--- src/rtl/serial_adder_nb_pkg.sv ---
// Shared definitions for the digit-serial adder/subtractor: FSM state
// encodings and operating-mode constants.
package serial_adder_nb_pkg;

    typedef enum logic [1:0] {
        ST_IDLE = 2'd0,
        ST_RUN  = 2'd1,
        ST_DONE = 2'd2
    } state_t;

    localparam logic MODE_ADD = 1'b0;
    localparam logic MODE_SUB = 1'b1;

endpackage : serial_adder_nb_pkg

--- src/rtl/serial_adder_nb_fa_digit.sv ---
// DIGIT-bit ripple-carry slice built from 1-bit full-adder cells. Purely
// combinational. Also exports the carry into its top bit so the parent can
// form signed overflow on the final digit.
module fa_digit #(
    parameter int DIGIT = 1
) (
    input  logic [DIGIT-1:0] a,
    input  logic [DIGIT-1:0] b,
    input  logic             ci,
    output logic [DIGIT-1:0] s,
    output logic             co,
    output logic             c_msb_in
);

    // Ripple the carry through the cells, least-significant bit first.
    always_comb begin
        logic c;
        s        = '0;
        co       = 1'b0;
        c_msb_in = ci;
        c        = ci;
        for (int i = 0; i < DIGIT; i++) begin
            if (i == DIGIT - 1) begin
                c_msb_in = c;
            end
            s[i] = a[i] ^ b[i] ^ c;
            c    = (a[i] & b[i]) | (c & (a[i] ^ b[i]));
        end
        co = c;
    end

endmodule : fa_digit

--- src/rtl/serial_adder_nb.sv ---
// Digit-serial N-bit adder/subtractor. Operands are captured on an accepted
// start, then DIGIT bits are summed per clock, LSD first, with the carry
// held in a register between cycles. done pulses for one cycle when the
// result is complete; sum/cout/ovf then hold until the next accepted start.
module serial_adder_nb
    import serial_adder_nb_pkg::*;
#(
    parameter int WIDTH = 16,
    parameter int DIGIT = 1
) (
    input  logic             clk,
    input  logic             rst,
    input  logic             start,
    input  logic             sub,
    input  logic [WIDTH-1:0] a,
    input  logic [WIDTH-1:0] b,
    input  logic             cin,
    output logic             busy,
    output logic             done,
    output logic [WIDTH-1:0] sum,
    output logic             cout,
    output logic             ovf
);

    localparam int NDIG = WIDTH / DIGIT;
    localparam int CW   = $clog2(NDIG) + 1;

    generate
        if ((WIDTH % DIGIT) != 0 || DIGIT < 1 || DIGIT > WIDTH) begin : g_bad_params
            $error("serial_adder_nb: WIDTH must be a positive multiple of DIGIT");
        end
    endgenerate

    state_t           state_reg, state_next;
    logic [CW-1:0]    cnt_reg;
    logic [WIDTH-1:0] a_reg, b_reg, sum_reg;
    logic             carry_reg, cout_reg, ovf_reg;

    logic [DIGIT-1:0] s_dig;
    logic             co_dig, cmsb_dig;
    logic [WIDTH-1:0] sum_shift;
    logic             last_digit, accept;

    assign last_digit = (cnt_reg == CW'(NDIG - 1));
    assign accept     = start && (state_reg == ST_IDLE || state_reg == ST_DONE);

    fa_digit #(.DIGIT(DIGIT)) u_slice (
        .a        (a_reg[DIGIT-1:0]),
        .b        (b_reg[DIGIT-1:0]),
        .ci       (carry_reg),
        .s        (s_dig),
        .co       (co_dig),
        .c_msb_in (cmsb_dig)
    );

    // New digit enters at the MSB end so the LSD ends up at bit 0 after NDIG shifts.
    generate
        if (WIDTH > DIGIT) begin : g_shift
            assign sum_shift = {s_dig, sum_reg[WIDTH-1:DIGIT]};
        end else begin : g_single
            assign sum_shift = s_dig;
        end
    endgenerate

    // State register; reset overrides everything, including a run in progress.
    always_ff @(posedge clk) begin
        if (rst) begin
            state_reg <= ST_IDLE;
        end else begin
            state_reg <= state_next;
        end
    end

    // Next-state logic: start is only honoured in IDLE or DONE.
    always_comb begin
        state_next = state_reg;
        case (state_reg)
            ST_IDLE: if (start) state_next = ST_RUN;
            ST_RUN:  if (last_digit) state_next = ST_DONE;
            ST_DONE: state_next = start ? ST_RUN : ST_IDLE;
            default: state_next = ST_IDLE;
        endcase
    end

    // Datapath: operand capture on accept, one digit per RUN cycle otherwise.
    always_ff @(posedge clk) begin
        if (rst) begin
            cnt_reg   <= '0;
            a_reg     <= '0;
            b_reg     <= '0;
            sum_reg   <= '0;
            carry_reg <= 1'b0;
            cout_reg  <= 1'b0;
            ovf_reg   <= 1'b0;
        end else if (accept) begin
            cnt_reg   <= '0;
            a_reg     <= a;
            b_reg     <= b ^ {WIDTH{sub}};
            carry_reg <= (sub == MODE_SUB) ? 1'b1 : cin;
        end else if (state_reg == ST_RUN) begin
            cnt_reg   <= cnt_reg + CW'(1);
            a_reg     <= a_reg >> DIGIT;
            b_reg     <= b_reg >> DIGIT;
            sum_reg   <= sum_shift;
            carry_reg <= co_dig;
            if (last_digit) begin
                cout_reg <= co_dig;
                ovf_reg  <= cmsb_dig ^ co_dig;
            end
        end
    end

    assign busy = (state_reg == ST_RUN);
    assign done = (state_reg == ST_DONE);
    assign sum  = sum_reg;
    assign cout = cout_reg;
    assign ovf  = ovf_reg;

endmodule : serial_adder_nb

--- config.mk ---
export PLATFORM = sky130hd
export DESIGN_NAME = serial_adder_nb
export DESIGN_NICKNAME = d
export VERILOG_FILES = /design/src/rtl/serial_adder_nb_pkg.sv /design/src/rtl/serial_adder_nb_fa_digit.sv /design/src/rtl/serial_adder_nb.sv
export SDC_FILE = /design/constraint.sdc
export NUM_CORES = 1
export LEC_CHECK = 0
export BUFFER_PORTS_ARGS = -buffer_cell sky130_fd_sc_hd__buf_4
export CORE_ASPECT_RATIO = 1.2
export CORE_UTILIZATION = 30
export DETAILED_ROUTE_END_ITERATION = 16
export PLACE_DENSITY = 0.48
export SLEW_MARGIN = 30
export SYNTH_ARGS = -nofsm -noshare
export SYNTH_HDL_FRONTEND = slang
export SYNTH_SLANG_ARGS = --single-unit
--- constraint.sdc ---
create_clock -name clk -period 1.8 [get_ports clk]
set_clock_uncertainty 0.05 [all_clocks]
set_input_delay 0.27 -clock clk [delete_from_list [all_inputs] [get_ports clk]]
set_output_delay 0.27 -clock clk [all_outputs]
set_load 0.01 [all_outputs]
Word level (Yosys, flattened, before mapping) --
Index checks and enable logic that the tools add are counted.
Word-level totals: register bits 58, latch bits 0, RAM bits 0, bits in read-only memories 0, input bits 37, output and inout bits 20, word-level logic and storage cells 41, memories 0
Operators by class: $add $sub $neg 1, multiply operators 0, divide/modulo/power cells 0, order comparisons 0, eq/ne operators 5, shift operators 0, muxes and demuxes 11, bitwise gates (word level) 8, reductions and logical operators 8
Operator list (number):
- 16-bit 2-to-1 mux | 4
- 16-bit bitwise XOR | 1
- 2-bit case mux with 3 select lines | 1
- 5-bit by 1-bit adder with 5-bit output (second input constant) | 1
- 5-bit by 4-bit equality test with 1-bit output (second input constant) | 1
- 1-bit 2-to-1 mux | 4
- 2-bit 2-to-1 mux | 2
- 2-bit AND reduction | 2
- 3-bit AND reduction | 1
- 1-bit bitwise XOR | 3
- 1-bit bitwise AND | 2
- 2-bit by 1-bit equality test with 1-bit output (second input constant) | 1
- 2-bit equality test (second input constant) | 1
- 2-bit zero test | 1
- 2-bit by 1-bit != test with 1-bit output (second input constant) | 1
- 2-bit != test (second input constant) | 1
- 2-bit nonzero test | 1
- 2-bit OR reduction | 1
- 1-bit logical AND | 1
- 1-bit logical OR | 1
- 1-bit NOT | 1
- 1-bit bitwise OR | 1

Depth between registers and ports, before layout --
Gate-level depths: netlist (run 1).
depth after elaboration 5, mapped depth 6, depth with buffers taken out 6

By module --
From an unflattened synthesis (run 1), not the netlist that was laid out.
Second synthesis, totals: cell total of the unflattened synthesis 290, area total of the unflattened synthesis 2418.6 um^2
Modules (own cells, without submodules):
- serial_adder_nb | instances 1, cells an instance 288, area an instance 2391.0 um^2, seq. area each 1161.1 um^2
- fa_digit | instances 1, cells an instance 2, area an instance 27.5 um^2, seq. area each 0.0 um^2

Least setup slack after synthesis (run 1) --
No wires, ideal clock.
kind register to register, start reg cnt_reg[0], end reg cnt_reg[4], setup time 0.112 ns, data arrival time 1.226 ns, required time 1.638 ns, setup slack 0.411 ns, cell stages (with the launch flop) 5, path buffers 0, period minus slack after synthesis 1.389 ns, cell sequence dfxtp_1 ha_1 and3_1 ha_1 a2111oi_1
On the way: word-level cells in the longest chain between the ends 1
RTL lines:
- start, declared | line serial_adder_nb.sv:35 | logic [CW-1:0] cnt_reg;
- start signal, assigned | line serial_adder_nb.sv:101 | cnt_reg <= cnt_reg + CW'(1);
- 5-bit by 1-bit adder with 5-bit output | line serial_adder_nb.sv:101
No other way between the ends. A chain may end at the register's enable or synchronous reset.

Final worst setup path (run 1) --
start reg state_reg[1], end out busy
On the way: word-level cells in the longest chain between the ends 1
RTL lines:
- start, declared | line serial_adder_nb.sv:34 | state_t state_reg, state_next;
- start signal, assigned | line serial_adder_nb.sv:70 | state_reg <= state_next;
- 2-bit by 1-bit equality test with 1-bit output | line serial_adder_nb.sv:113 | assign busy = (state_reg == ST_RUN);
- end, declared | line serial_adder_nb.sv:18 | output logic busy,
No other way between the ends.

==> impl_metrics.env, run 1 <==
export IMPL_status="complete, no violations"
export IMPL_synth_cell_types=29
export IMPL_slew_violations=0
export IMPL_rsz0062_at_grt="false"
export IMPL_cts_inserted_buffers=9
export IMPL_final_hold_viol_count=0
export IMPL_pin_count=57
export IMPL_synth_top_family_by_area="simple AND/OR/NAND/NOR gates"
export IMPL_layout_commonest_cell="buf_4"
export IMPL_post_dp_cell_area_um2=2900
export IMPL_synthesis_area_um2=2410
export IMPL_synth_nets=324
export IMPL_timing_final_crit_share_pct=91.4
export IMPL_cts_clk_slew_worst_paths_ns=0.07
export IMPL_synth_cells=284
export IMPL_grt_pass1_wl_um=9950
export IMPL_cts_root_buf="clkbuf_8"
export IMPL_drc=0
export IMPL_yosysTopAreaCell="dfxtp_1"
export IMPL_wl_per_cell_um=13.4
export IMPL_worstSetupEndpointType="output port"
export IMPL_postCtsSetupRepairBufs=0
export IMPL_post_cts_resized=0
export IMPL_clkLatencyLatePin_ns=0.33
export IMPL_power_total_uw=3240
export IMPL_die_area_um2=8390
export IMPL_slowest_stage="dfxtp_1"
export IMPL_crit_chain="nand2b_2 > inv_2 > buf_4"
export IMPL_synth_simple_gate_area_share_pct=22.4
export IMPL_holdCritPathClass="in2reg"
export IMPL_fin_area_um2=3140
export IMPL_fin_crit_ns=1.65
export IMPL_vdd_drop_max_uv=486
export IMPL_io_buffers=56
export IMPL_syn_avg_cell_area_um2=8.48
export IMPL_grt_usage_pct=14.9
export IMPL_wirelength_um=5760
export IMPL_tightest_slew_ns=0.625
export IMPL_crit_arrival_ns=1.33
export IMPL_maxCapViolations=0
export IMPL_layout_common_cells="buf_4 (65), nor3_1 (60), dfxtp_1 (58)"
export IMPL_fin_tns_setup_ns=0
export IMPL_cts_htree_levels=3
export IMPL_clockBufferDepth=2
export IMPL_fmax_mhz=608
export IMPL_final_cells=431
export IMPL_areaGrowthSynthToFinish_pct=30.5
export IMPL_critPathMaxFanout=16
export IMPL_grt_pass1_vias=2107
export IMPL_yosys_warnings=0
export IMPL_n_antenna_cell=0
export IMPL_overflow=0
export IMPL_num_rows=35
export IMPL_start_kind="flop"
export IMPL_start_util_pct=31.2
export IMPL_core_um2=7710
export IMPL_synthTopCellsByArea="dfxtp_1 (48%), nor3_1 (12%), o22ai_1 (7.3%)"
export IMPL_path_class="reg2out"
export IMPL_place_inst=415
export IMPL_slew_headroom_pct=58.3
export IMPL_grt_max_degree=59
export IMPL_p_leak_uw=0.00125
export IMPL_cts_sinks=58
export IMPL_globalplace_congestion=0.723
export IMPL_dr_first_iter_drc_count=79
export IMPL_yosys_area_share_xor_xnor_pct=6.91
export IMPL_post_route_util_pct=40.8
export IMPL_antenna_found_initial=0
export IMPL_setup_viol=0
export IMPL_nets=374
export IMPL_synth_flop_cell="dfxtp_1"
export IMPL_crit_buf_inv=2
export IMPL_synth_compound_area_share_pct=13.9
export IMPL_synth_seq_cells=58
export IMPL_vias=2171
export IMPL_required_ns=1.48
export IMPL_synth_edf_count=0
export IMPL_post_drt_via_cell_ratio=5.04
export IMPL_power_density_nw_per_um2=1030
export IMPL_cts_tree="done"
export IMPL_die_x_um=83.8
export IMPL_hpwl_um=3700
export IMPL_cp_top_family="buffers and inverters"
export IMPL_cpPeakStageDelay_ns=0.32
export IMPL_synth_fa_ha_area_share_pct=1.87
export IMPL_ys_seq_area_share_pct=48.2
export IMPL_die_h_um=100
export IMPL_firstDrtPassIters=4
export IMPL_layout_drive_gt1_share_pct=24.8
export IMPL_synth_mux_area_fraction_pct=0.832
export IMPL_cts_hold_buf=0
export IMPL_yosysTopAreaCellShare_pct=48.2
export IMPL_async_flop_share_pct=0
export IMPL_antenna_left=0
-- path summary, 6_finish.rpt --
path | startpoint | cells past startpoint | slack (ns) | to
max | state_reg[1] | 3 | 0.15 | busy
min | a[15] | 3 | 0.17 | a_reg[15]
max reg2reg | cnt_reg[0] | 4 | 0.33 | cnt_reg[4]
min reg2reg | sum[0] | 2 | 0.40 | sum[0]
-- routing by layer --
metal  track usage, %  wire length, µm  up-vias
li1                 -                -     1107
met1             19.3             2770     1009
met2             23.0             2670       53
met3             4.11              292        2
met4             7.30               24        0
met5                0                0        -
-- worst register-to-register path, cell delays in order (launching register included) --
cell	delay, ns
dfxtp_1	0.33
ha_1	0.22
and3_1	0.18
ha_1	0.26
a2111oi_1	0.31
-- cells in the mapped netlist, types with 2 or more instances --
master	n
nand2_1	38
a31oi_1	2
nand3b_1	2
ha_1	2
nand2b_1	2
a21oi_1	20
buf_2	16
and2b_1	2
nor2_1	3
nand3_1	6
clkbuf_1	8
nor3_1	60
buf_4	2
xor2_1	18
o21ai_0	3
mux2i_1	2
o22ai_1	28
dfxtp_1	58
inv_1	2
-- layout make-up --
class	instances	area (µm²)
repair buffers	66	508
well taps	92	115
clock buffers	12	165
clock inverters	4	72.6
inverters	3	11.3
flip-flops and latches	58	1160
multi-input cells	196	1110
fillers	822	4570
-- where the power goes --
part	internal, µW	switching, µW
logic	204	234
registers	1370	49.5
clock network	890	498
-- through the flow --
step,worst slack [ns],hold WS [ns]
floorplan,0.411,0.394
global placement,0.371,0.396
detailed placement,0.336,0.400
CTS,0.129,0.159
global route,0.0650,0.195
finish,0.155,0.172
-- cells by family after synthesis --
group / after synthesis
and+or+nand+nor: 115
DFF: 58
AOI/OAI and AO/OA: 57
buffers and inverters: 30
xor gates and xnor gates: 19
adders and majority gates: 3
muxes: 2
Note: power is estimated with default switching activity, not from simulation.
==> run 2, diff against run 1 <==
--- a/config.mk
+++ b/config.mk
@@ -6,10 +6,12 @@
 export NUM_CORES = 1
 export LEC_CHECK = 0
 export BUFFER_PORTS_ARGS = -buffer_cell sky130_fd_sc_hd__buf_4
+export CELL_PAD_IN_SITES_DETAIL_PLACEMENT = 0
+export CELL_PAD_IN_SITES_GLOBAL_PLACEMENT = 1
 export CORE_ASPECT_RATIO = 1.2
 export CORE_UTILIZATION = 30
 export DETAILED_ROUTE_END_ITERATION = 16
-export PLACE_DENSITY = 0.48
+export PLACE_DENSITY = 0.61
 export SLEW_MARGIN = 30
 export SYNTH_ARGS = -nofsm -noshare
 export SYNTH_HDL_FRONTEND = slang
==> constraint.sdc (replaced) <==
create_clock -name clk -period 1.7 [get_ports clk]
set_clock_uncertainty 0.05 [all_clocks]
set_input_delay 0.255 -clock clk [delete_from_list [all_inputs] [get_ports clk]]
set_output_delay 0.255 -clock clk [all_outputs]
set_load 0.01 [all_outputs]
==> run 2 against run 1 <==
Register-to-register slack lost 0.10 ns. Cell count shrank 0.46%. Power grew 0.78%. Wire length grew 1.6%. Combinational power grew 9.8%. Critical path type unchanged.
==> impl_metrics.env, run 2 (same netlist as run 1, synthesis figures left out) <==
export IMPL_status="complete, no violations"
export IMPL_num_rows=35
export IMPL_overflow=0
export IMPL_power_frac_seq_pct=45.9
export IMPL_wirelength_um=5850
export IMPL_setup_viol=0
export IMPL_fin_tns_setup_ns=0
export IMPL_cp_num_cells=4
export IMPL_p_leak_uw=0.00124
export IMPL_slew_headroom_pct=56.9
export IMPL_p_sw_uw=833
export IMPL_critPathMaxFanout=19
export IMPL_worst_r2r_path_depth=4
export IMPL_areaGrowthSynthToFinish_pct=30.0
export IMPL_layout_common_cells="buf_4 (61), nor3_1 (60), dfxtp_1 (57)"
export IMPL_antenna_found_initial=0
export IMPL_grt_pass1_wl_um=9820
export IMPL_worstHoldPathCells=3
export IMPL_busiest_layer="met2"
export IMPL_crit_arrival_ns=1.32
export IMPL_cts_sinks=58
export IMPL_cts_clk_slew_worst_paths_ns=0.07
export IMPL_grt_max_degree=59
export IMPL_cts_hold_buf=0
export IMPL_slew_violations=0
export IMPL_grt_pass1_vias=2075
export IMPL_grt_use_met1_pct=18.4
export IMPL_drc=0
export IMPL_holdCritPathClass="in2reg"
export IMPL_dp_slack_ns=0.250
export IMPL_fmax_mhz=616
export IMPL_tightest_slew_ns=0.647
export IMPL_start_kind="flop"
export IMPL_p_int_uw=2440
export IMPL_cpPeakStageDelay_ns=0.32
export IMPL_dr_first_iter_drc_count=105
export IMPL_pwr_share_clk_pct=39.4
export IMPL_grt_usage_pct=14.9
export IMPL_io_buffers=56
export IMPL_n_antenna_cell=0
export IMPL_firstDrtPassIters=4
export IMPL_regToRegSetupSlack_ns=0.23
export IMPL_worstSetupEndpointType="output port"
export IMPL_slowest_stage="dfxtp_1"
export IMPL_swShare_pct=25.5
export IMPL_maxCapViolations=0
export IMPL_pin_count=57
export IMPL_start_util_pct=31.2
export IMPL_cts_inserted_buffers=9
export IMPL_globalplace_congestion=0.720
export IMPL_timing_final_crit_share_pct=95.4
export IMPL_die_area_um2=8390
export IMPL_power_density_nw_per_um2=1040
export IMPL_hpwl_um=3480
export IMPL_gr_usage_met3_pct=4.44
export IMPL_power_frac_comb_pct=14.7
export IMPL_fin_crit_ns=1.62
export IMPL_die_x_um=83.8
export IMPL_layout_drive_gt1_share_pct=23.7
export IMPL_vdd_drop_max_uv=594
export IMPL_antenna_left=0
export IMPL_crit_buf_inv=3
export IMPL_crit_chain="nand2b_2 > inv_6 > buf_12 > buf_4"
export IMPL_cts_root_buf="clkbuf_8"
export IMPL_nets=372
export IMPL_vias=2129
export IMPL_cts_tree="done"
export IMPL_cts_htree_levels=3
export IMPL_path_class="reg2out"
export IMPL_post_drt_via_cell_ratio=4.96
export IMPL_clockBufferDepth=2
export IMPL_required_ns=1.39
export IMPL_rsz0062_at_grt="false"
export IMPL_layout_commonest_cell="buf_4"
export IMPL_core_um2=7710
export IMPL_setup_slack_ns=0.0776
export IMPL_cp_top_family="buffers and inverters"
export IMPL_grt_use_met2_pct=23.9
export IMPL_clkLatencyLatePin_ns=0.33
export IMPL_wl_per_cell_um=13.6
export IMPL_die_h_um=100
export IMPL_final_hold_viol_count=0
==> run 2: cell types whose count changed in the layout (fill, tap and decap cells not counted) <==
cell	previous run	this run
buf_4	65	61
clkbuf_1	0	3
buf_12	1	2
bufbuf_16	0	1
bufinv_16	2	1
clkbuf_8	12	11
clkinvlp_4	1	0
dfxtp_1	58	57
dfxtp_2	0	1
inv_2	1	0
inv_6	0	1
==> run 2: path summary, 6_finish.rpt <==
path	startpoint	endpoint
worst min-delay path	a[15]	a_reg[15]
worst min register to register	sum[0]	sum[0]
worst max register to register	cnt_reg[0]	cnt_reg[4]
worst max-delay path	state_reg[1]	busy
==> run 2: area by class of cell <==
class / count / area [µm²]
Multi-Input combinational cell: 196 / 1110
Clock inverter: 2 / 35.0
Clock buffer: 14 / 163
Fill cell: 806 / 4580
Timing Repair Buffer: 64 / 531
Tap cell: 92 / 115
Inverter: 3 / 16.3
Sequential cell: 58 / 1160
==> run 2: worst register-to-register path, cell delays in order, from the launching register on <==
cell	delay (ns)
dfxtp_1	0.34
ha_1	0.21
and3_1	0.18
ha_1	0.26
a2111oi_1	0.32
==> run 2: through the flow <==
step	hold slack, ns	total power [µW]	utilization, %	cell area (µm²)	cells
floorplan	0.389	1840	-	2410	284
global placement	0.396	1990	37.5	2890	412
detailed placement	0.403	2000	37.5	2890	412
CTS	0.141	3310	40.6	3130	429
global route	0.171	3430	40.6	3130	429
finish	0.158	3270	40.6	3130	429
==> run 2: what timing repair did <==
item	in CTS	in global routing
resized for setup	1	2
setup endpoints to repair	1	1
pin swaps	0	0
cloned	1	0
buffers inserted	0	0
==> run 2: metal layers <==
layer  wire length [µm]  part of all wire (%)  vias to the layer above
met1               2890                    49                      974
met3                285                   4.9                        9
met5                  0                     0                        -
li1                   -                     -                     1099
met4                 92                   1.6                        0
met2               2580                    44                       47
==> run 2: power groups by stage <==
| stage | Sequential, µW | Combinational [µW] | Clock [µW] |
|---|---|---|---|
| floorplan | 1520 | 317 | 0 |
| global placement | 1530 | 465 | 0 |
| detailed placement | 1530 | 467 | 0 |
| CTS | 1500 | 487 | 1330 |
| global route | 1510 | 535 | 1390 |
| finish | 1500 | 481 | 1290 |
==> run 3, diff against run 2 <==
==> constraint.sdc (replaced) <==
create_clock -name clk -period 1.6 [get_ports clk]
set_clock_uncertainty 0.05 [all_clocks]
set_input_delay 0.24 -clock clk [delete_from_list [all_inputs] [get_ports clk]]
set_output_delay 0.24 -clock clk [all_outputs]
set_load 0.01 [all_outputs]
==> run 3 against run 2 <==
Combinational power grew 5.2%. Sequential power increased by 6%. Hold slack worse by 0.0045 ns. Critical path depth did not move. Wire length shrank 3.7%. Non-clock buffer count rose by 3. Power is 0.27% lower. Clock power is 10% lower. Register-to-register slack got worse by 0.12 ns. Utilization down 0.24 points. Critical endpoint unchanged. Largest cell class unchanged. Highest routed layer unchanged.
==> impl_metrics.env, run 3 (same netlist as run 1, synthesis figures left out) <==
export IMPL_status="complete, no violations"
export IMPL_start_kind="flop"
export IMPL_core_um2=7710
export IMPL_place_inst=415
export IMPL_path_class="reg2out"
export IMPL_slew_headroom_pct=68.1
export IMPL_p_leak_uw=0.00124
export IMPL_grt_pass1_wl_um=9800
export IMPL_swShare_pct=26.0
export IMPL_clockBufferDepth=2
export IMPL_fin_crit_ns=1.51
export IMPL_cts_clk_slew_worst_paths_ns=0.06
export IMPL_die_h_um=100
export IMPL_cts_htree_levels=3
export IMPL_power_frac_comb_pct=15.5
export IMPL_grt_usage_pct=14.7
export IMPL_wirelength_um=5630
export IMPL_clkLatencyLatePin_ns=0.32
export IMPL_cp_top_family="flip-flops"
export IMPL_final_cells=431
export IMPL_pwr_share_clk_pct=35.6
export IMPL_globalplace_congestion=0.676
export IMPL_pin_count=57
export IMPL_cts_root_buf="clkbuf_8"
export IMPL_cpPeakStageDelay_ns=0.33
export IMPL_antenna_found_initial=0
export IMPL_wl_per_cell_um=13.1
export IMPL_die_x_um=83.8
export IMPL_cts_inserted_buffers=9
export IMPL_tightest_slew_ns=0.478
export IMPL_rsz0062_at_grt="false"
export IMPL_cts_sinks=58
export IMPL_post_drt_via_cell_ratio=4.95
export IMPL_hpwl_um=3470
export IMPL_power_density_nw_per_um2=1050
export IMPL_cts_hold_buf=0
export IMPL_nets=375
export IMPL_dr_first_iter_drc_count=121
export IMPL_p_int_uw=2410
export IMPL_timing_final_crit_share_pct=94.4
export IMPL_vias=2134
export IMPL_required_ns=1.31
export IMPL_vdd_drop_max_uv=465
export IMPL_firstDrtPassIters=4
export IMPL_cts_tree="done"
export IMPL_layout_drive_gt1_share_pct=24.5
export IMPL_worstSetupEndpointType="output port"
export IMPL_num_rows=35
export IMPL_power_frac_seq_pct=48.9
export IMPL_p_sw_uw=848
export IMPL_final_hold_viol_count=0
export IMPL_io_buffers=56
export IMPL_critPathMaxFanout=6
export IMPL_slowest_stage="dfxtp_1"
export IMPL_crit_chain="nand2b_2 > inv_6 > buf_4 > buf_4"
export IMPL_drc=0
export IMPL_antenna_left=0
export IMPL_maxCapViolations=0
export IMPL_die_area_um2=8390
export IMPL_fin_tns_setup_ns=0
export IMPL_overflow=0
export IMPL_fillers=810
export IMPL_start_util_pct=31.2
export IMPL_crit_top_cell="buf_4"
export IMPL_n_antenna_cell=0
export IMPL_setup_viol=0
export IMPL_holdCritPathClass="in2reg"
export IMPL_grt_pass1_vias=2128
export IMPL_fmax_mhz=662
export IMPL_slew_violations=0
export IMPL_layout_commonest_cell="buf_4"
export IMPL_crit_buf_inv=3
export IMPL_layout_common_cells="buf_4 (64), nor3_1 (60), dfxtp_1 (58)"
export IMPL_areaGrowthSynthToFinish_pct=29.3
export IMPL_grt_max_degree=45
export IMPL_crit_arrival_ns=1.22
==> run 3: final cells by class <==
class | instances | area [µm²] | share of cell area (%)
clock buffer | 12 | 155 | 4.99
clock inverter | 3 | 15.0 | 0.483
inverter | 3 | 16.3 | 0.523
multi-input combinational | 196 | 1110 | 35.6
sequential | 58 | 1160 | 37.3
tap | 92 | 115 | 3.70
timing repair buffer | 67 | 541 | 17.4
==> run 3: tightest hold or removal path, stage by stage <==
cell and delay, ns:
buf_4 0.08, a22oi_1 0.05, a21oi_1 0.11
==> run 3: metal layers <==
layer  vias to the layer above  track usage [%]  wire length, µm
met3                         6             3.04              246
li1                       1099                -                -
met4                         0             7.43               74
met1                       981             17.8             2710
met5                         -                0                0
met2                        48             24.8             2610
==> run 3: worst paths after layout <==
kind,slack (ns),cells past startpoint,start,endpoint
setup / recovery,0.09,4,state_reg[1],busy
hold / removal,0.15,3,a[0],a_reg[0]
setup reg to reg,0.11,4,cnt_reg[0],cnt_reg[4]
hold reg to reg,0.40,2,sum[0],sum[0]
==> run 3: stage by stage <==
stage	total power (µW)	instance area, µm²	hold slack [ns]	setup slack, ns	utilization, %
after floorplan	1950	2410	0.374	0.211	-
after global placement	2130	2930	0.397	0.166	38.0
after detailed placement	2130	2930	0.401	0.120	38.0
after CTS	3320	3110	0.134	0.0704	40.4
after global routing	3450	3110	0.164	0.00658	40.4
final	3260	3110	0.154	0.0893	40.4
==> run 3: power by group through the flow <==
stage / sequential, µW / clock [µW] / combinational, µW
final: 1590 / 1160 / 506
after global routing: 1610 / 1280 / 569
after CTS: 1590 / 1210 / 515
after detailed placement: 1620 / 0 / 507
after global placement: 1620 / 0 / 506
after floorplan: 1610 / 0 / 337
==> run 3: repair_timing <==
item	CTS	global route
endpoints found under the setup margin	1	0
resized for setup	2	0
buffers inserted	1	0
